===== src/rtl/lfsr_pkt_decrypt_if.sv =====
// rtl/lfsr_pkt_decrypt_if.sv - config, input stream and output stream bundle for the LFSR packet decryptor
interface lfsr_pkt_decrypt_if #(
    parameter int LW = 5
);
    logic          cfg_load;
    logic [LW-1:0] cfg_taps;
    logic [LW-1:0] cfg_seed;
    logic [3:0]    cfg_pre_len;
    logic [7:0]    in_byte;
    logic          in_valid;
    logic          in_ready;
    logic [7:0]    out_byte;
    logic          out_valid;
    logic          out_ready;
    logic          pkt_done;
    logic          pre_err;
    logic          busy;

    modport master (
        output cfg_load, cfg_taps, cfg_seed, cfg_pre_len, in_byte, in_valid, out_ready,
        input  in_ready, out_byte, out_valid, pkt_done, pre_err, busy
    );

    modport slave (
        input  cfg_load, cfg_taps, cfg_seed, cfg_pre_len, in_byte, in_valid, out_ready,
        output in_ready, out_byte, out_valid, pkt_done, pre_err, busy
    );
endinterface


===== src/rtl/lfsr_pkt_decrypt.sv =====
// rtl/lfsr_pkt_decrypt.sv - LFSR keystream packet decryptor with preamble check and one-entry output register
module lfsr_step #(
    parameter int LW = 5
) (
    input  logic [LW-1:0] state,
    input  logic [LW-1:0] taps,
    output logic [LW-1:0] next
);
    assign next = {state[LW-2:0], ^(state & taps)};
endmodule

module lfsr_pkt_decrypt #(
    parameter int         PKT_LEN  = 32,
    parameter logic [7:0] PRE_CHAR = 8'h5F,
    parameter int         LW       = 5
) (
    input logic               clk,
    input logic               rst_n,
    lfsr_pkt_decrypt_if.slave bus
);
    localparam int CW = $clog2(PKT_LEN + 1);

    typedef enum logic [1:0] {
        IDLE,
        PREAMBLE,
        PAYLOAD,
        DRAIN
    } state_t;

    state_t        state;
    logic [LW-1:0] lfsr;
    logic [LW-1:0] lfsr_next;
    logic [LW-1:0] taps_q;
    logic [3:0]    pre_len_q;
    logic [CW-1:0] cnt;
    logic [CW-1:0] cnt_inc;
    logic [7:0]    dec;
    logic [7:0]    out_byte_q;
    logic          out_valid_q;
    logic          pkt_done_q;
    logic          pre_err_q;
    logic          rdy;
    logic          accept;
    logic          consume;
    logic          last_byte;
    logic          last_pre;

    lfsr_step #(.LW(LW)) u_step (
        .state (lfsr),
        .taps  (taps_q),
        .next  (lfsr_next)
    );

    // Only the low LW bits carry keystream; bit 7 is the marker and is never forwarded.
    assign dec       = {1'b0, bus.in_byte[6:LW], bus.in_byte[LW-1:0] ^ lfsr};
    assign cnt_inc   = cnt + 1'b1;
    assign last_byte = (cnt_inc == CW'(PKT_LEN));
    assign last_pre  = (cnt_inc == CW'(pre_len_q));
    assign accept    = bus.in_valid && rdy;
    assign consume   = out_valid_q && bus.out_ready;

    always_comb begin
        rdy = 1'b0;
        case (state)
            PREAMBLE: rdy = 1'b1;
            PAYLOAD:  rdy = !out_valid_q || bus.out_ready;
            default:  rdy = 1'b0;
        endcase
    end

    always_ff @(posedge clk or negedge rst_n) begin
        if (!rst_n) begin
            state       <= IDLE;
            lfsr        <= '0;
            taps_q      <= '0;
            pre_len_q   <= '0;
            cnt         <= '0;
            out_byte_q  <= '0;
            out_valid_q <= 1'b0;
            pkt_done_q  <= 1'b0;
            pre_err_q   <= 1'b0;
        end else begin
            pkt_done_q <= 1'b0;
            // A load in the same cycle below overrides this clear.
            if (consume) begin
                out_valid_q <= 1'b0;
            end
            case (state)
                IDLE: begin
                    if (bus.cfg_load) begin
                        taps_q    <= bus.cfg_taps;
                        pre_len_q <= bus.cfg_pre_len;
                        lfsr      <= bus.cfg_seed;
                        cnt       <= '0;
                        pre_err_q <= 1'b0;
                        state     <= (bus.cfg_pre_len != 4'd0) ? PREAMBLE : PAYLOAD;
                    end
                end
                PREAMBLE: begin
                    if (accept) begin
                        cnt  <= cnt_inc;
                        lfsr <= lfsr_next;
                        if (bus.in_byte[7] || dec != PRE_CHAR) begin
                            pre_err_q <= 1'b1;
                        end
                        // Packet length wins so an oversize preamble ends the packet.
                        if (last_byte) begin
                            state <= DRAIN;
                        end else if (last_pre) begin
                            state <= PAYLOAD;
                        end
                    end
                end
                PAYLOAD: begin
                    if (accept) begin
                        cnt         <= cnt_inc;
                        lfsr        <= lfsr_next;
                        out_byte_q  <= dec;
                        out_valid_q <= 1'b1;
                        if (!bus.in_byte[7]) begin
                            pre_err_q <= 1'b1;
                        end
                        if (last_byte) begin
                            state <= DRAIN;
                        end
                    end
                end
                DRAIN: begin
                    if (!out_valid_q || bus.out_ready) begin
                        pkt_done_q <= 1'b1;
                        state      <= IDLE;
                    end
                end
                default: state <= IDLE;
            endcase
        end
    end

    assign bus.in_ready  = rdy;
    assign bus.out_byte  = out_byte_q;
    assign bus.out_valid = out_valid_q;
    assign bus.pkt_done  = pkt_done_q;
    assign bus.pre_err   = pre_err_q;
    assign bus.busy      = (state != IDLE);
endmodule


===== src/flat_wrapper.sv =====
// flat-port wrapper written by rule: the top's interface ports become plain ports
module lfsr_pkt_decrypt_flat 
#(
    parameter int         PKT_LEN  = 32,
    parameter logic [7:0] PRE_CHAR = 8'h5F,
    parameter int         LW       = 5
)
  (clk, rst_n, bus_cfg_load, bus_cfg_taps, bus_cfg_seed, bus_cfg_pre_len, bus_in_byte, bus_in_valid, bus_out_ready, bus_in_ready, bus_out_byte, bus_out_valid, bus_pkt_done, bus_pre_err, bus_busy);
  lfsr_pkt_decrypt_if #(.LW(LW)) bus_i ();
  input logic clk;
  input logic rst_n;
  input wire logic [$bits(bus_i.cfg_load)-1:0] bus_cfg_load;
  input wire logic [$bits(bus_i.cfg_taps)-1:0] bus_cfg_taps;
  input wire logic [$bits(bus_i.cfg_seed)-1:0] bus_cfg_seed;
  input wire logic [$bits(bus_i.cfg_pre_len)-1:0] bus_cfg_pre_len;
  input wire logic [$bits(bus_i.in_byte)-1:0] bus_in_byte;
  input wire logic [$bits(bus_i.in_valid)-1:0] bus_in_valid;
  input wire logic [$bits(bus_i.out_ready)-1:0] bus_out_ready;
  output wire logic [$bits(bus_i.in_ready)-1:0] bus_in_ready;
  output wire logic [$bits(bus_i.out_byte)-1:0] bus_out_byte;
  output wire logic [$bits(bus_i.out_valid)-1:0] bus_out_valid;
  output wire logic [$bits(bus_i.pkt_done)-1:0] bus_pkt_done;
  output wire logic [$bits(bus_i.pre_err)-1:0] bus_pre_err;
  output wire logic [$bits(bus_i.busy)-1:0] bus_busy;
  assign bus_i.cfg_load = bus_cfg_load;
  assign bus_i.cfg_taps = bus_cfg_taps;
  assign bus_i.cfg_seed = bus_cfg_seed;
  assign bus_i.cfg_pre_len = bus_cfg_pre_len;
  assign bus_i.in_byte = bus_in_byte;
  assign bus_i.in_valid = bus_in_valid;
  assign bus_i.out_ready = bus_out_ready;
  assign bus_in_ready = bus_i.in_ready;
  assign bus_out_byte = bus_i.out_byte;
  assign bus_out_valid = bus_i.out_valid;
  assign bus_pkt_done = bus_i.pkt_done;
  assign bus_pre_err = bus_i.pre_err;
  assign bus_busy = bus_i.busy;
  lfsr_pkt_decrypt #(.PKT_LEN(PKT_LEN), .PRE_CHAR(PRE_CHAR), .LW(LW)) u_core (.clk(clk), .rst_n(rst_n), .bus(bus_i));
endmodule

===== config.mk =====
export PLATFORM = sky130hd
export DESIGN_NAME = lfsr_pkt_decrypt_flat
export DESIGN_NICKNAME = d
export VERILOG_FILES = /design/src/rtl/lfsr_pkt_decrypt_if.sv /design/src/rtl/lfsr_pkt_decrypt.sv /design/src/flat_wrapper.sv
export SDC_FILE = /design/constraint.sdc
export NUM_CORES = 1
export LEC_CHECK = 0
export CAP_MARGIN = 20
export CORE_MARGIN = 4
export CORE_UTILIZATION = 59
export CTS_BUF_LIST = sky130_fd_sc_hd__clkbuf_8
export CTS_CLUSTER_SIZE = 14
export DETAILED_ROUTE_END_ITERATION = 6
export DONT_BUFFER_PORTS = 1
export GPL_ROUTABILITY_DRIVEN = 0
export GPL_TIMING_DRIVEN = 1
export PLACE_DENSITY = 0.79
export SYNTH_ARGS = -nofsm -noshare
export SYNTH_HDL_FRONTEND = slang
export SYNTH_SLANG_ARGS = --single-unit

===== constraint.sdc =====
create_clock -name clk -period 2 [get_ports clk]
set_input_delay 0.2 -clock clk [delete_from_list [all_inputs] [get_ports clk]]
set_output_delay 0.2 -clock clk [all_outputs]
set_load 0.05 [all_outputs]

==> results of run 1 <==
==> power groups by stage <==
stage | sequential [mW] | clock, mW | combinational (mW)
2_1_floorplan | 1.45 | 0 | 1.53
3_5_place_dp | 1.54 | 0 | 1.92
3_3_place_gp | 1.53 | 0 | 1.85
6_report | 1.53 | 0.514 | 2.00
4_1_cts | 1.53 | 0.530 | 1.94
5_1_grt | 1.58 | 0.561 | 2.21
==> worst max-delay path by stage <==
stage                           startpoint                     endpoint
2_1_floorplan  u_core.state[1]$_DFFE_PN0P_                 bus_in_ready
3_3_place_gp     u_core.cnt[1]$_DFFE_PN0P_  u_core.state[0]$_DFFE_PN0P_
3_5_place_dp     u_core.cnt[1]$_DFFE_PN0P_  u_core.state[0]$_DFFE_PN0P_
4_1_cts        u_core.state[1]$_DFFE_PN0P_                 bus_in_ready
5_1_grt        u_core.state[0]$_DFFE_PN0P_    u_core.cnt[5]$_DFFE_PN0P_
6_report       u_core.state[1]$_DFFE_PN0P_                 bus_in_ready
==> routing by layer <==
metal | GRT usage, % | wire length, um
met3 | 6.854 | 240
met5 | 0 | 0
met4 | 8.086 | 49
met1 | 23.50 | 1529
met2 | 32.13 | 1737
==> kinds of logic after synthesis <==
| group | Yosys count |
|---|---|
| buffers and inverters | 16 |
| DFF | 32 |
| AOI/OAI and AO/OA | 35 |
| and+or+nand+nor | 61 |
| xor gates and xnor gates | 15 |
| muxes | 17 |
| adders and majority gates | 8 |
| other | 1 |
==> sequential cells by signal (all words and copies together) (netlist names) <==
register / cells
u_core.lfsr: 5
u_core.state: 2
u_core.cnt: 6
u_core.bus.out_valid: 1
u_core.bus.pre_err: 1
u_core.bus.pkt_done: 1
u_core.bus.out_byte: 7
u_core.pre_len_q: 4
u_core.taps_q: 5
==> repair_timing <==
item                                   in CTS  in global routing
endpoints found under the hold margin      32                  0
hold buffers                                2                  0
gates resized for setup                     0                  4
setup endpoints to repair                   0                 14
==> area by class of cell <==
type	count	area share (%)
clock buffer	6	3.922
clock inverter	2	0.5348
inverter	8	1.426
multi-input combinational	137	47.71
sequential	32	38.03
tap	44	2.614
timing repair buffer	12	5.763
==> cells in the final DEF, fill, tap and decap left out, types with 2 or more instances in the layout <==
cell type	Yosys	final
o21ai_0	16	16
nand2_1	28	28
ha_1	8	6
nand2b_1	4	4
or2_2	2	2
nor2b_1	3	3
dfrtp_1	32	32
mux2i_1	5	5
nand3_1	3	3
xnor2_1	9	9
a21oi_1	2	2
nor3b_1	2	2
mux2_2	12	12
buf_12	0	2
buf_4	2	8
xor2_1	6	6
a22o_1	4	4
nand4_1	3	3
inv_1	8	9
clkbuf_8	0	6
nor4_1	2	2
nor2_1	5	4
==> through the flow <==
step,area [um^2],setup slack [ps],utilization (%)
6_report,2106,103.6,69.55
5_1_grt,2106,-12.98,69.55
4_1_cts,2083,5.638,68.80
3_5_place_dp,1959,81.75,64.71
3_3_place_gp,1959,153.1,64.71
2_1_floorplan,1858,28.47,-
==> results.toml, run 1 <==
[global_route]
grt_max_degree = 33
gr-total-overflow = 0
grt_pass1_vias = 1376
grt_first_pass_wirelength_um = 6203
track_usage_pct = 19.68
antenna_found_initial = 0

[setup_path]
slowest_stage = "dfrtp_1"
r2r_start = "u_core.state[0]$_DFFE_PN0P_"
path_delay_family = "buffers and inverters"
slowest_delay_ps = 430
cp.arrival_ps = 1700
path_cells = "inv_1 > ha_4 > buf_6 > inv_1 > nor2_2 > buf_12"
crit_buf_inv = 4
cpMostUsedCell = "inv_1"
rr_worst_depth = 8
start_kind = "flop"
path_depth = 6
worst-path-max-fanout = 11
critPathCaptureType = "primary output"
worst_ep_required_time_ps = 1800
r2r_end = "u_core.state[0]$_DFFE_PN0P_"
critical_path_class = "reg -> out"
r2r_setup_slack_ps = 140

[outcome]
status = "completed"

[finish]
fillers = 234
diodes = 0
fin_nets = 231
post_layout_nonfiller_instances = 241
syn2layout_area_growth_pct = 13.49
regArea_um2 = 800.8
multi_input_area_um2 = 1005
drive_above_1_share_pct = 22.34

[worst_hold_path]
min_path_cells = 1
hold_path_end = "u_core.taps_q[0]$_DFFE_PN0P_"
min_from = "bus_cfg_taps[0]"
worstHoldPathType = "in -> reg"

[logic_synthesis]
async_reset_ff_share_pct = 100.0
synth_top_area_share_pct = 43.16
ys_top_cells_by_area = "dfrtp_1 43%, mux2_2 7.3%, nand2_1 5.7%"
ys_ff_latch = 32
yosysWarnings = 0
yosysMostFrequentCell = "dfrtp_1"
avgSynthCellArea_um2 = 10.03
syn_area_um2 = 1856
synth_common_cells = "32 x dfrtp_1, 28 x nand2_1, 16 x o21ai_0, 12 x mux2_2, 9 x xnor2_1"
synth-adder-area-share_pct = 5.394
synth_simple_gate_area_share_pct = 17.26
synth_edf_count = 0
synthXorXnorAreaFrac_pct = 7.080
synth_cell_types = 45
seq_area_frac_synth_pct = 43.16
synth_top_family_by_area = "simple AND/OR/NAND/NOR gates"
synth_nets = 220
synth_ff_type = "dfrtp_1"
synth_cells = 185
synthMuxAreaShare_pct = 9.980
synth_compound_area_share_pct = 13.08
synth_top_cell_by_area = "dfrtp_1"

[clocking]
cts_max_path_buffers = 2
cts_sinks = 32
cts_buffers = 5
htree_levels = 2
clk_latency_ps = 290
post_cts_buffers = 0
root_buffer = "clkbuf_8"
path_clk_slew_ps = 70
cts_tree = "built"

[route]
detail_route.wl_per_cell_um = 14.76
drt_pass1_iterations = 4
wl_um = 3557
vias_per_cell = 5.676
first_iter_violations = 47
ant_nets = 0
drc_errors = 0
dr_total_vias = 1368

[timing]
rsz0062_at_grt = "yes"
skew_ps = 6.209
setup_tns_ps = 0
hold_viol_final = 0
worst_hold_slack_ps = 60.33
finalCritPeriodShare_pct = 94.82
final-max-slew-violation-count = 0
min_period_ps = 1896
finalSetupViolations = 0
max_freq_mhz = 527.3

[flow_run]
max_cap_viol_count = 0

[die]
die_x_um = 64.08
initial_core_util_pct = 61.28
rows = 20
dieHeight_um = 64.08
ios = 40
core-area_um2 = 3028
die-area_um2 = 4106

[placement]
dp.cells = 231
portBuffers = 0
dp_hpwl_um = 2805

[power]
seq_power_share_pct = 37.9
p_comb_share_pct = 49.4
p_per_area_nw_per_um2 = 1921
vdd_drop_max_mv = 1.016
leakagePower_nw = 0.9250
clockPowerShare_pct = 12.7
switching_share_pct = 45.84
power_mw = 4.044
cellInternalPower_mw = 2.190
switching_power_mw = 1.854
Power figures use the tool's default switching activity.
==> inputs of run 2 (changes only) <==
--- a/config.mk
+++ b/config.mk
@@ -5,7 +5,6 @@
 export SDC_FILE = /design/constraint.sdc
 export NUM_CORES = 1
 export LEC_CHECK = 0
-export CAP_MARGIN = 20
 export CORE_MARGIN = 4
 export CORE_UTILIZATION = 59
 export CTS_BUF_LIST = sky130_fd_sc_hd__clkbuf_8
@@ -13,7 +12,6 @@
 export DETAILED_ROUTE_END_ITERATION = 6
 export DONT_BUFFER_PORTS = 1
 export GPL_ROUTABILITY_DRIVEN = 0
-export GPL_TIMING_DRIVEN = 1
 export PLACE_DENSITY = 0.79
 export SYNTH_ARGS = -nofsm -noshare
 export SYNTH_HDL_FRONTEND = slang
==> results of run 2 <==
Same layout as run 1: the final DEF is identical, and so are final timing and power.
==> inputs of run 3 (changes only) <==
--- a/config.mk
+++ b/config.mk
@@ -6,7 +6,7 @@
 export NUM_CORES = 1
 export LEC_CHECK = 0
 export CORE_MARGIN = 4
-export CORE_UTILIZATION = 59
+export CORE_UTILIZATION = 62
 export CTS_BUF_LIST = sky130_fd_sc_hd__clkbuf_8
 export CTS_CLUSTER_SIZE = 14
 export DETAILED_ROUTE_END_ITERATION = 6
==> constraint.sdc (replaced) <==
create_clock -name clk -period 1.8 [get_ports clk]
set_input_delay 0.18 -clock clk [delete_from_list [all_inputs] [get_ports clk]]
set_output_delay 0.18 -clock clk [all_outputs]
set_load 0.05 [all_outputs]
==> results.toml, run 3 (synthesis results as in run 1) <==
[outcome]
status = "finished, violations left"
violations = "setup timing"

[setup_path]
rr_worst_depth = 7
worst_ep_required_time_ps = 2020
startpoint = "u_core.cnt[1]$_DFFE_PN0P_"
critical_path_class = "reg -> reg"
worst-path-max-fanout = 6
critPathCaptureType = "flop"
r2r_setup_slack_ps = -10
r2r_start = "u_core.cnt[1]$_DFFE_PN0P_"
r2r_end = "u_core.state[0]$_DFFE_PN0P_"
start_kind = "flop"
cp.arrival_ps = 2030

[power]
vdd_drop_max_mv = 1.022
leakagePower_nw = 0.9564
p_per_area_nw_per_um2 = 2172

[clocking]
cts_buffers = 5
cts_tree = "built"
clk_latency_ps = 290
cts_max_path_buffers = 2
path_clk_slew_ps = 70
root_buffer = "clkbuf_8"
htree_levels = 2
cts_sinks = 32

[timing]
min_period_ps = 1813
skew_ps = 7.405
finalSetupViolations = 1
max_freq_mhz = 551.5
setup_tns_ps = -13.23
worst_hold_slack_ps = 41.06
final-max-slew-violation-count = 0
finalCritPeriodShare_pct = 100.7
hold_viol_final = 0
rsz0062_at_grt = "yes"
setup_ws_ps = -13.23

[worst_hold_path]
worstHoldPathType = "in -> reg"
hold_path_end = "u_core.taps_q[4]$_DFFE_PN0P_"
min_path_cells = 1
min_from = "bus_cfg_taps[4]"

[finish]
drive_above_1_share_pct = 32.35
syn2layout_area_growth_pct = 19.08
final_cell_area_um2 = 2210
fin_nets = 238
final_common_cell = "dfrtp_1"
mostFrequentLayoutCells = "30 x dfrtp_1, 27 x nand2_1, 16 x o21ai_0"
diodes = 0
largest_reg_flops = 7

[route]
first_iter_violations = 58
drt_pass1_iterations = 4
dr_total_vias = 1403
drc_errors = 0
wl_um = 3784
detail_route.wl_per_cell_um = 16.10
vias_per_cell = 5.970
ant_nets = 0

[global_route]
antenna_found_initial = 0
grt_max_degree = 33
grt_first_pass_wirelength_um = 6630
gr-total-overflow = 0
grt_pass1_vias = 1463
track_usage_pct = 21.26

[placement]
portBuffers = 0
dp_hpwl_um = 2885
place_ws_ps = -116.0
placed_cell_area_um2 = 1997

[die]
die_x_um = 62.71
rows = 19
ios = 40
dieHeight_um = 62.71
core-area_um2 = 2805
die-area_um2 = 3932
initial_core_util_pct = 66.15

[flow_run]
max_cap_viol_count = 0
==> run 3: report_power, final <==
| part | internal, mW | total, mW | switching, mW |
|---|---|---|---|
| clock | 0.269 | 0.545 | 0.276 |
| combinational | 1.25 | 2.55 | 1.30 |
| sequential | 1.06 | 1.70 | 0.643 |
| total | 2.58 | 4.80 | 2.22 |
==> run 3: stage by stage <==
step | instances | utilization (%) | power, mW
after floorplan | 185 | - | 3.358
after global placement | 223 | 71.19 | 3.878
after detailed placement | 223 | 71.19 | 4.003
after CTS | 234 | 77.61 | 4.729
after global routing | 235 | 78.77 | 5.168
final | 235 | 78.77 | 4.800
==> run 3: metal layers <==
metal / global-route usage, % / routed length (um) / vias up / part of all wire [%]
met5: 0 / 0 / - / 0
met4: 8.264 / 59 / 0 / 1.6
met3: 6.475 / 211 / 6 / 5.6
met2: 36.75 / 1883 / 43 / 50
met1: 24.51 / 1630 / 678 / 43
li1: - / - / 676 / -
==> run 3: critical path, stage by stage (launching register included) <==
cell and delay (ps):
dfrtp_2 450, ha_4 190, nor2b_4 120, or4_4 410, o211ai_2 90, nand4_1 130
a21oi_2 230, o2bb2ai_2 130
==> run 3: how the worst max path moves through the flow <==
stage,to,slack (ps),depth (start not counted)
finish,u_core.state[0]$_DFFE_PN0P_,-10,7
global route,u_core.state[0]$_DFFE_PN0P_,-90,7
CTS,u_core.state[0]$_DFFE_PN0P_,6,7
detailed placement,u_core.state[0]$_DFFE_PN0P_,-120,7
global placement,u_core.state[0]$_DFFE_PN0P_,10,7
floorplan,bus_in_ready,-30,5
==> run 3: cell type report <==
type | count | area [um^2]
clock buffer | 5 | 68.82
clock inverter | 3 | 18.77
fill | 200 | 595.6
inverter | 8 | 33.78
multi-input combinational | 137 | 1072
sequential | 32 | 803.3
tap | 31 | 38.79
timing repair buffer | 19 | 173.9
==> run 3: what timing repair did <==
action	CTS	global route
resized for setup	11	8
setup endpoints to repair	12	19
hold buffers	2	0
hold endpoints to repair	32	0
pin swaps	1	4
setup buffers	1	1
